==> src/rtl/ft_pkg.sv <==
// ============================================================================
// ft_pkg : shared types and default widths for the ft_system restore path
// Revision 1.0
// ============================================================================
`default_nettype none

package ft_pkg;

  localparam int FT_ADDR_WIDTH = 5;
  localparam int FT_DATA_WIDTH = 32;

  typedef enum logic [2:0] {
    ST_IDLE  = 3'd0,
    ST_READ  = 3'd1,
    ST_WAIT  = 3'd2,
    ST_WRITE = 3'd3,
    ST_DONE  = 3'd4
  } ft_restore_state_t;

endpackage

`default_nettype wire

==> src/rtl/ft_sweep_ctr.sv <==
// ============================================================================
// ft_sweep_ctr : wrapping bank pointer plus remaining-entry down-counter
// Revision 1.0
// ============================================================================
`default_nettype none

module ft_sweep_ctr
  import ft_pkg::*;
#(
  parameter int ADDR_WIDTH = FT_ADDR_WIDTH
) (
  input  logic                  clk,
  input  logic                  rst_n,
  input  logic                  load,
  input  logic [ADDR_WIDTH-1:0] load_addr,
  input  logic                  step,
  output logic [ADDR_WIDTH-1:0] ptr,
  output logic                  last
);

  // One extra bit so the full bank depth is representable.
  localparam logic [ADDR_WIDTH:0] DEPTH = {1'b1, {ADDR_WIDTH{1'b0}}};
  localparam logic [ADDR_WIDTH:0] ONE   = {{ADDR_WIDTH{1'b0}}, 1'b1};

  logic [ADDR_WIDTH-1:0] ptr_q;
  logic [ADDR_WIDTH:0]   remaining_q;

  always_ff @(posedge clk or negedge rst_n) begin
    if (!rst_n) begin
      ptr_q       <= '0;
      remaining_q <= '0;
    end else if (load) begin
      ptr_q       <= load_addr;
      remaining_q <= DEPTH;
    end else if (step) begin
      ptr_q       <= ptr_q + 1'b1;
      remaining_q <= remaining_q - ONE;
    end
  end

  assign ptr  = ptr_q;
  assign last = (remaining_q == ONE);

endmodule

`default_nettype wire

==> src/rtl/ft_restore_reader.sv <==
// ============================================================================
// ft_restore_reader : replays golden checkpoint words into both bank copies,
// sweeping from the faulting address around the whole bank. Revision 1.0
// ============================================================================
`default_nettype none

module ft_restore_reader
  import ft_pkg::*;
#(
  parameter int ADDR_WIDTH = FT_ADDR_WIDTH,
  parameter int DATA_WIDTH = FT_DATA_WIDTH
) (
  input  logic                  clk_i,
  input  logic                  rst_ni,
  input  logic                  fetch_block_i,
  input  logic [ADDR_WIDTH-1:0] err_addr_i,
  output logic                  mem_req_o,
  output logic [ADDR_WIDTH-1:0] mem_addr_o,
  input  logic [DATA_WIDTH-1:0] mem_rdata_i,
  input  logic                  mem_rvalid_i,
  input  logic                  wr_ready_i,
  output logic                  we_a_o,
  output logic                  we_b_o,
  output logic [ADDR_WIDTH-1:0] addr_o,
  output logic [DATA_WIDTH-1:0] data_o,
  output logic                  busy_o,
  output logic                  done_o
);

  ft_restore_state_t     state_q, state_d;
  logic                  fetch_q;
  logic                  start;
  logic [DATA_WIDTH-1:0] data_q;
  logic                  ctr_load;
  logic                  ctr_step;
  logic                  ctr_last;
  logic [ADDR_WIDTH-1:0] ptr;
  logic                  we;

  assign start = fetch_block_i & ~fetch_q;

  ft_sweep_ctr #(
    .ADDR_WIDTH (ADDR_WIDTH)
  ) u_sweep_ctr (
    .clk       (clk_i),
    .rst_n     (rst_ni),
    .load      (ctr_load),
    .load_addr (err_addr_i),
    .step      (ctr_step),
    .ptr       (ptr),
    .last      (ctr_last)
  );

  always_ff @(posedge clk_i or negedge rst_ni) begin
    if (!rst_ni) begin
      state_q <= ST_IDLE;
      fetch_q <= 1'b0;
      data_q  <= '0;
    end else begin
      state_q <= state_d;
      fetch_q <= fetch_block_i;
      if (state_q == ST_WAIT && mem_rvalid_i) begin
        data_q <= mem_rdata_i;
      end
    end
  end

  always_comb begin
    state_d    = state_q;
    ctr_load   = 1'b0;
    ctr_step   = 1'b0;
    mem_req_o  = 1'b0;
    mem_addr_o = '0;
    we         = 1'b0;
    addr_o     = '0;
    data_o     = '0;
    busy_o     = 1'b0;
    done_o     = 1'b0;

    case (state_q)
      ST_IDLE: begin
        if (start) begin
          ctr_load = 1'b1;
          state_d  = ST_READ;
        end
      end
      ST_READ: begin
        mem_req_o  = 1'b1;
        mem_addr_o = ptr;
        busy_o     = 1'b1;
        state_d    = ST_WAIT;
      end
      ST_WAIT: begin
        busy_o = 1'b1;
        if (mem_rvalid_i) begin
          state_d = ST_WRITE;
        end
      end
      ST_WRITE: begin
        busy_o = 1'b1;
        we     = 1'b1;
        addr_o = ptr;
        data_o = data_q;
        if (wr_ready_i) begin
          ctr_step = 1'b1;
          state_d  = ctr_last ? ST_DONE : ST_READ;
        end
      end
      ST_DONE: begin
        done_o  = 1'b1;
        state_d = ST_IDLE;
      end
      default: begin
        state_d = ST_IDLE;
      end
    endcase
  end

  // A single enable feeds both copies so a one-sided write cannot occur.
  assign we_a_o = we;
  assign we_b_o = we;

endmodule

`default_nettype wire

==> config.mk <==
export PLATFORM = sky130hd
export DESIGN_NAME = ft_restore_reader
export DESIGN_NICKNAME = d
export VERILOG_FILES = /design/src/rtl/ft_pkg.sv /design/src/rtl/ft_sweep_ctr.sv /design/src/rtl/ft_restore_reader.sv
export SDC_FILE = /design/constraint.sdc
export NUM_CORES = 1
export LEC_CHECK = 0
export CAP_MARGIN = 20
export CORE_MARGIN = 5
export CORE_UTILIZATION = 46
export CTS_BUF_LIST = sky130_fd_sc_hd__clkbuf_2 sky130_fd_sc_hd__clkbuf_4 sky130_fd_sc_hd__clkbuf_8
export DETAILED_ROUTE_END_ITERATION = 12
export PLACE_DENSITY = 0.82
export SETUP_SLACK_MARGIN = 0.2
export SLEW_MARGIN = 20
export SYNTH_ARGS = -nofsm -noshare
export SYNTH_HDL_FRONTEND = slang
export SYNTH_SLANG_ARGS = --single-unit
==> constraint.sdc <==
create_clock -name clk_i -period 2.73 [get_ports clk_i]
set_input_delay 0.546 -clock clk_i [delete_from_list [all_inputs] [get_ports clk_i]]
set_output_delay 0.546 -clock clk_i [all_outputs]
set_load 0.05 [all_outputs]
==> run metrics <==
Final Cell Area=3860 um^2; measured slew at the worst slew-check pin=0.689 ns; Crit. End Element=primary output; Avg Cell Area, Syn=12.3 um^2; final wirelength=6130 um; initial DRC count=76; fraction of layout cells with a size suffix above 1=35.5%; I/O Buffers=88; CTS Buffer Depth=2; Antenna Nets Post-Route=0; max-cap viol count=0; die area=6950 um^2; Slew headroom=54.1%; Yosys Warn Count=0; diode count=0; Hold Fails Final Rpt=0; worst-skew pair later-pin latency=0.30 ns; Worst R2R Start=state_q[2]$_DFFE_PN0P_; Post-synth top flop=dfrtp_1; Mapped Area=2480 um^2; Chip Height=83.4 um; RePlAce Congestion=0.778; Net Count, Synth=246; TritonCTS Buffers=5; vias post-DR=1827; clk slew on worst S/H paths=0.08 ns; FFs w/ async S/R, synth=100%; # IOs=89; routed vias/inst=5.12; Hold-fix buffers, CTS=0; final setup vio count=0; Worst Path Class, Setup=flip-flop to primary output; first-pass GRT wire length=10300 um; outcome=finished, final reports clean; placed wire-length estimate=4640 um; commonest non-fill, non-tap cell in the layout=dfrtp_1; most frequent cells in the layout=47 x dfrtp_1, 42 x and2_1, 40 x clkdlybuf4s50_1, 40 x buf_12, 30 x mux2_4; top cells by area, synth=dfrtp_1 47%, mux2_4 18%, and2_1 11%; critical path required time=2.18 ns; EDFF count, synth=0; Min Clock Period, post-route=2.37 ns; Chip Width=83.4 um; setup TNS=0 ns; FF-to-FF End=data_q[31]$_DFFE_PN0P_; drt first pass iters=4; largest net degree at the start of global routing=40; # DRC=0; Synth cell types=39; R2R setup slack=0.89 ns; vias in the first global route=1933; Yosys top cell by area=dfrtp_1; Power per Cell Area=1430 nW/um^2; P&R area growth vs syn=55.7%; Startpoint Class=flip-flop; R2R depth=4; # Post-CTS Setup Buffers=0; register area share after synthesis=47.5%; DP Area=3760 um^2; GR Util All Layers=18.3%; Max Clk Rate=0.423 GHz; Synth Register Bits=47; Final Cycle Share=86.7%; Slew Limit Fails=0; worst vdd ir=830 uV; Root Buffer=clkbuf_8; leakage power=1.70 nW; Routed wire per std cell=17.2 um; CP Max Fanout=39; CTS Sinks=47; global route total overflow=0; Initial Util=47.9%; Mapped Cells=201; Worst EP arrival=1.82 ns; core area=5170 um^2; initial antenna violation count=0; top cell type's share of synthesized area=47.5%; RSZ-0062 raised after global routing=false; H-tree depth=2; worst hold path type=input port to async pin; Max Clock Skew=0.00502 ns; CTS tree=built; Final nets=332; num rows=26
[synthesized netlist by cell type, types with 2 or more instances]
cell	number
inv_1	5
buf_2	3
nor3_1	4
a31oi_1	2
mux2_2	2
and2_1	42
nand3_1	5
buf_4	3
and3_2	2
o21ai_0	8
nand2_1	3
ha_1	3
mux2i_1	2
or3_1	4
or4_1	2
buf_6	6
mux2_4	30
clkbuf_1	3
nor2_1	3
dfrtp_1	47
a21oi_1	4
[cell families (layout without fill, tap and decap cells)]
logic type                 after synthesis  count (layout)  synth area share [%]
AOI/OAI and AO/OA                       20              20                  5.00
adders and majority gates                3               3                  1.52
and+or+nand+nor                         76              76                  20.3
DFF                                     47              47                  47.5
muxes                                   34              34                  19.9
buffers and inverters                   20             106                  5.45
xor gates and xnor gates                 1               1                 0.354
[worst max-delay path, stage by stage (launching register included)]
cell and delay, ns:
dfrtp_1 0.59, and3_4 0.51, and2_1 0.25, buf_12 0.15
[flip-flops by register name (all words and copies together), names as in the netlist]
signal	flops
u_sweep_ctr.ptr	5
u_sweep_ctr.remaining_q	6
data_q	32
fetch_q	1
state_q	3
[cell type report]
cell class / count / area, um^2
Sequential cell: 47 / 1180
Inverter: 5 / 18.8
Timing Repair Buffer: 94 / 1310
Clock buffer: 6 / 82.6
Clock inverter: 1 / 5.00
Fill cell: 333 / 1320
Tap cell: 70 / 87.6
Multi-Input combinational cell: 134 / 1170
[through the flow]
step	utilization [%]	hold slack [ns]	power (W)	instances	setup WS, ns
after global routing	74.6	0.334	0.00579	357	0.261
after floorplan	-	0.250	0.00347	201	0.344
after CTS	74.5	0.303	0.00557	357	0.214
after detailed placement	72.8	0.485	0.00513	350	0.350
after global placement	72.8	0.474	0.00503	350	0.427
final	74.6	0.285	0.00552	357	0.364
[worst max-delay path by stage]
stage,from,endpoint,slack [ns],depth (start not counted)
6_report,state_q[1]$_DFFE_PN0P_,data_o[24],0.36,3
5_1_grt,state_q[0]$_DFFE_PN0P_,data_o[24],0.26,3
3_3_place_gp,state_q[0]$_DFFE_PN0P_,mem_req_o,0.43,2
4_1_cts,state_q[1]$_DFFE_PN0P_,done_o,0.21,2
2_1_floorplan,state_q[2]$_DFFE_PN0P_,mem_addr_o[0],0.34,3
3_5_place_dp,state_q[0]$_DFFE_PN0P_,mem_req_o,0.35,2
[report_power, final]
group	total [W]	internal (W)	switching [W]
Combinational	0.00380	0.00187	0.00194
Clock	0.000418	0.000199	0.000219
Sequential	0.00130	0.00104	0.000260
Total	0.00552	0.00310	0.00242
[routing by layer]
layer	global-route usage (%)	routed length (um)	vias to the layer above
met1	23.2	2590	880
li1	-	-	860
met2	30.8	3000	79
met5	0	0	-
met4	3.57	54	0
met3	5.94	481	8
[timing repair]
action	4_1_cts	5_1_grt
gates resized for setup	2	4
setup endpoints to repair	34	3
pin swaps	0	0
Note: power is estimated with default switching activity, not from simulation.
